[config.mk]
export PLATFORM = sky130hd
export DESIGN_NAME = pipe_elastic_stage_flat
export DESIGN_NICKNAME = d
export VERILOG_FILES = /design/src/rtl/pipe_elastic_stage_if.sv /design/src/rtl/pipe_elastic_stage.sv /design/src/flat_wrapper.sv
export SDC_FILE = /design/constraint.sdc
export NUM_CORES = 1
export LEC_CHECK = 0
export ABC_AREA = 1
export CAP_MARGIN = 20
export CORE_ASPECT_RATIO = 2
export CORE_UTILIZATION = 45
export CTS_BUF_LIST = sky130_fd_sc_hd__clkbuf_8
export DETAILED_ROUTE_END_ITERATION = 12
export PLACE_DENSITY_LB_ADDON = 0.2
export RECOVER_POWER = 100
export SYNTH_ARGS = -nofsm -noshare
export SYNTH_HDL_FRONTEND = slang
export SYNTH_SLANG_ARGS = --single-unit
[constraint.sdc]
create_clock -name Clk -period 2.8 [get_ports Clk]
set_input_delay 0.28 -clock Clk [delete_from_list [all_inputs] [get_ports Clk]]
set_output_delay 0.28 -clock Clk [all_outputs]
set_load 0.05 [all_outputs]
[src/rtl/pipe_elastic_stage_if.sv]
// Valid/ready handshake bundle for the elastic stage.
// The slave side is the stage; the master side drives and consumes it.
interface pipe_elastic_stage_if #(
   parameter int WIDTH = 16
);
   logic [WIDTH-1:0] In;
   logic             InValid;
   logic             InReady;
   logic [WIDTH-1:0] Out;
   logic             OutValid;
   logic             OutReady;

   modport master (
      output In, InValid, OutReady,
      input  InReady, Out, OutValid
   );

   modport slave (
      input  In, InValid, OutReady,
      output InReady, Out, OutValid
   );
endinterface

[src/rtl/pipe_elastic_stage.sv]
// Elastic pipeline stage: small FIFO with a registered head word,
// occupancy reporting and backpressure via InReady.
module pipe_elastic_stage #(
   parameter int WIDTH        = 16,
   parameter int DEPTH        = 4,
   parameter int AFULL_THRESH = 3
) (
   input  logic                         Clk,
   input  logic                         Rst,
   input  logic                         Flush,
   pipe_elastic_stage_if.slave          bus,
   output logic [$clog2(DEPTH+1)-1:0]   Level,
   output logic                         AlmostFull,
   output logic                         Empty,
   output logic                         Full
);
   localparam int LW = $clog2(DEPTH + 1);
   localparam int PW = $clog2(DEPTH);

   logic [WIDTH-1:0] mem_q [DEPTH];
   logic [WIDTH-1:0] mem_d [DEPTH];
   logic [PW-1:0]    wr_ptr_q, wr_ptr_d;
   logic [PW-1:0]    rd_ptr_q, rd_ptr_d;
   logic [LW-1:0]    level_q, level_d;
   logic [WIDTH-1:0] out_q, out_d;
   logic             out_valid_q, out_valid_d;
   logic             afull_q, afull_d;
   logic             full, push, pop;

   assign full        = (level_q == LW'(DEPTH));
   assign bus.InReady = !full && !Rst && !Flush;
   assign push        = bus.InValid && bus.InReady;
   assign pop         = out_valid_q && bus.OutReady;

   always_comb begin
      mem_d    = mem_q;
      wr_ptr_d = wr_ptr_q;
      rd_ptr_d = rd_ptr_q;
      level_d  = level_q;
      out_d    = out_q;
      if (push) begin
         mem_d[wr_ptr_q] = bus.In;
         wr_ptr_d        = wr_ptr_q + 1'b1;
      end
      if (pop) begin
         rd_ptr_d = rd_ptr_q + 1'b1;
      end
      if (push && !pop) begin
         level_d = level_q + 1'b1;
      end else if (pop && !push) begin
         level_d = level_q - 1'b1;
      end
      // Head register: refill from storage, or take In when it becomes head
      if (pop && (level_q > LW'(1))) begin
         out_d = mem_q[rd_ptr_q + 1'b1];
      end else if (push && ((level_q == '0) || pop)) begin
         out_d = bus.In;
      end
      if (Flush) begin
         wr_ptr_d = '0;
         rd_ptr_d = '0;
         level_d  = '0;
         out_d    = '0;
      end
      out_valid_d = (level_d != '0);
      afull_d     = (level_d >= LW'(AFULL_THRESH));
   end

   always_ff @(posedge Clk) begin
      if (Rst) begin
         wr_ptr_q    <= '0;
         rd_ptr_q    <= '0;
         level_q     <= '0;
         out_q       <= '0;
         out_valid_q <= 1'b0;
         afull_q     <= 1'b0;
      end else begin
         wr_ptr_q    <= wr_ptr_d;
         rd_ptr_q    <= rd_ptr_d;
         level_q     <= level_d;
         out_q       <= out_d;
         out_valid_q <= out_valid_d;
         afull_q     <= afull_d;
      end
   end

   always_ff @(posedge Clk) begin
      mem_q <= mem_d;
   end

   assign bus.Out      = out_q;
   assign bus.OutValid = out_valid_q;
   assign Level        = level_q;
   assign AlmostFull   = afull_q;
   assign Empty        = (level_q == '0);
   assign Full         = full;
endmodule

[src/flat_wrapper.sv]
// flat-port wrapper written by rule: the top's interface ports become plain ports
module pipe_elastic_stage_flat 
#(
   parameter int WIDTH        = 16,
   parameter int DEPTH        = 4,
   parameter int AFULL_THRESH = 3
)
  (Clk, Rst, Flush, Level, AlmostFull, Empty, Full, bus_In, bus_InValid, bus_OutReady, bus_InReady, bus_Out, bus_OutValid);
  pipe_elastic_stage_if #(.WIDTH(WIDTH)) bus_i ();
  input  logic Clk;
  input  logic Rst;
  input  logic Flush;
  output logic [$clog2(DEPTH+1)-1:0] Level;
  output logic AlmostFull;
  output logic Empty;
  output logic Full;
  input wire logic [$bits(bus_i.In)-1:0] bus_In;
  input wire logic [$bits(bus_i.InValid)-1:0] bus_InValid;
  input wire logic [$bits(bus_i.OutReady)-1:0] bus_OutReady;
  output wire logic [$bits(bus_i.InReady)-1:0] bus_InReady;
  output wire logic [$bits(bus_i.Out)-1:0] bus_Out;
  output wire logic [$bits(bus_i.OutValid)-1:0] bus_OutValid;
  assign bus_i.In = bus_In;
  assign bus_i.InValid = bus_InValid;
  assign bus_i.OutReady = bus_OutReady;
  assign bus_InReady = bus_i.InReady;
  assign bus_Out = bus_i.Out;
  assign bus_OutValid = bus_i.OutValid;
  pipe_elastic_stage #(.WIDTH(WIDTH), .DEPTH(DEPTH), .AFULL_THRESH(AFULL_THRESH)) u_core (.Clk(Clk), .Rst(Rst), .Flush(Flush), .bus(bus_i), .Level(Level), .AlmostFull(AlmostFull), .Empty(Empty), .Full(Full));
endmodule
==> results.tsv <==
metric	value	unit
clk_skew	0.0121	ns
layout cell share with drive strength beyond 1	6.04	%
peak supply drop	0.296	mV
FF-to-FF path depth	6	
setup bufs post-CTS	0	
Gates resized, CTS repair	0	
startpoint types	flop	
Synth top area share	47.4	%
core area	0.00871	mm^2
Worst R2R Setup Slack	0.50	ns
DIE HEIGHT	136	um
Cell Pwr Density	549	mW/mm^2
Via Count	2992	
Post-Syn Instances	462	
CTS H-tree lvls	3	
placed insts	597	
full die area	0.00941	mm^2
row count	48	
Synth cell types	24	
PortBufs	44	
crit path time final	2.55	ns
post-route core utilization	54.2	%
Die Width	69.1	um
Sw Share	24.1	%
R2R Path End	u_core.mem_q[3]	
hold_buf cts	0	
Non-Filler Instances	613	
post-detailed-route wirelength per cell	14.7	um
GPL Wtd Cong	0.842	
Int Power	1.97	mW
Hold Path Class	flop to flop	
setup TNS	0	ns
final net count	537	
Detailed Route WL	9.00	mm
Final Cycle Share	91.1	%
commonest cells after routing, fill and taps aside	nand2_1, edfxtp_1, nor2_1	
part of the Yosys area used for sequential elements	59.8	%
P&R area growth vs syn	16.5	%
CTS tree	built	
max-cap violations	0	
Worst Hold Depth	4	
share of power burned in registers	55.6	%
most common cell after layout, fill and taps aside	nand2_1	
slew at the pin with the worst max-slew slack	0.936	ns
First-pass DRT Iterations	5	
global router's overall resource usage	20.5	%
Post-DP Area	0.00455	mm^2
Num CTS Buffers	9	
Starting Density	46.5	%
largest net degree at the start of global routing	36	
synthesized area per cell	8.77	um^2
Final ANT Viol Nets	0	
synth warn	0	
Worst EP arrival	2.27	ns
critical path cell sequence	inv_1 -> ha_1 -> nand2_1 -> nand2_1 -> inv_1 -> dlygate4sd3_1	
hold path startpoint	u_core.bus.Out[1]	
Sw Pwr	625	uW
First DRT Iteration DRCs	190	
clock power share	34.7	%
RR Startpoint	u_core.Level[0]	
Worst-Skew Late Latency	0.36	ns
vias in the first global route	3007	
Worst Setup Path Type	flop to primary output	
hpwl dp	5.79	mm
RSZ-0062 raised after global routing	false	
Lkg Pwr	2.24	nW
setup violators final	0	
DR DRC count	0	
crit end category	primary output	
Hold Violations, Final	0	
fmax	392	MHz
worst stage delay on the critical path	0.87	ns
Root Driver	clkbuf_8	
fillers	799	
syn_nets	491	
largest cells by area after synthesis	edfxtp_1, nand2_1, dfxtp_1	
Reg clk slew, reported paths	0.08	ns
ant diodes	0	
post-synth top area cell	edfxtp_1	
Sink Count	89	
post-route cell area	0.00472	mm^2
num ports	45	
CTS max path bufs	2	
hold slack	0.513	ns
Yosys reg bits	89	
worst-path maximum fanout	7	
Worst EP required	2.52	ns
Critical-path top delay cell	dlygate4sd3_1	
routed vias/inst	4.88	
Slew Limit Fails	0	
share of total power in combinational logic	9.7	%
status	finished clean	
Worst Hold Endpoint	u_core.bus.Out[1]	
first-pass GRT wire length	14.6	mm
initial antenna violation count	0	
GR Overflow Total	0	
Rel. slew slack	37.6	%
Syn Std Cell Area	0.00405	mm^2
how the worst max path moves through the flow:
| stage | from | to | cells past startpoint |
|---|---|---|---|
| 4_1_cts | u_core.Level[0] | bus_InReady | 6 |
| 6_report | u_core.Level[0] | bus_InReady | 6 |
| 5_1_grt | u_core.Level[0] | bus_InReady | 6 |
| 3_5_place_dp | bus_OutReady | u_core.bus.Out[7] | 8 |
| 2_1_floorplan | u_core.Level[0] | u_core.mem_q[0] | 6 |
| 3_3_place_gp | bus_OutReady | u_core.bus.Out[7] | 8 |
per-stage QoR:
stage / power, mW / worst slack, ns
4_1_cts: 2.64 / 0.260
2_1_floorplan: 1.64 / 0.174
3_5_place_dp: 1.74 / 0.643
3_3_place_gp: 1.73 / 0.655
6_report: 2.59 / 0.249
5_1_grt: 2.70 / 0.126
layout make-up:
type / instances / area, um^2 / area share (%)
tap: 100 / 125 / 2.65
multi-input combinational: 321 / 1350 / 28.7
timing repair buffer: 51 / 479 / 10.1
sequential: 89 / 2420 / 51.3
inverter: 36 / 138 / 2.91
clock inverter: 5 / 53.8 / 1.14
clock buffer: 11 / 151 / 3.21
state kept, by name, summed over array words and instances (netlist names):
register / flops
u_core.wr_ptr_q: 2
u_core.Level: 3
u_core.bus.OutValid: 1
u_core.rd_ptr_q: 2
u_core.mem_q: 64
u_core.AlmostFull: 1
u_core.bus.Out: 16
power groups by stage:
stage / Sequential, mW / Clock (mW) / Combinational [mW]
finish: 1.44 / 0.900 / 0.252
global route: 1.44 / 0.974 / 0.278
CTS: 1.44 / 0.933 / 0.268
detailed placement: 1.47 / 0 / 0.268
global placement: 1.47 / 0 / 0.263
floorplan: 1.51 / 0 / 0.131
metal layers:
metal / share of wire, % / vias up / track usage (%) / routed length (um)
li1: - / 1524 / - / -
met1: 38 / 1390 / 20.8 / 3410
met2: 54 / 61 / 37.8 / 4850
met3: 3.5 / 17 / 3.56 / 319
met4: 4.6 / 0 / 13.3 / 413
met5: 0 / - / 0 / 0
critical path: cells and delay by family, from the launching register on:
kind,cells,cell delay [ns]
flops,1,0.45
buf+inv,3,1.05
simple gates,2,0.18
fa+ha+maj,1,0.23
cell families (layout without fill, tap and decap cells):
logic type / Yosys count / after routing / share of synthesized area (%)
AO/OA/AOI/OAI: 9 / 9 / 1.54
XOR/XNOR: 1 / 1 / 0.216
adder cells (fa/ha/maj): 8 / 8 / 2.47
buffers and inverters: 52 / 103 / 6.45
flip-flops: 89 / 89 / 59.8
AND/OR/NAND/NOR: 303 / 303 / 29.5
synth_stat cells (all sizes together):
cell    count
clkbuf      1
dfxtp      25
edfxtp     64
nand3      12
o21bai      1
inv        36
nand4       1
ha          8
xor2        1
buf        15
o21ai       3
nor2       45
a21oi       5
nand2     245
No activity file was read; power rests on OpenSTA's default activity.
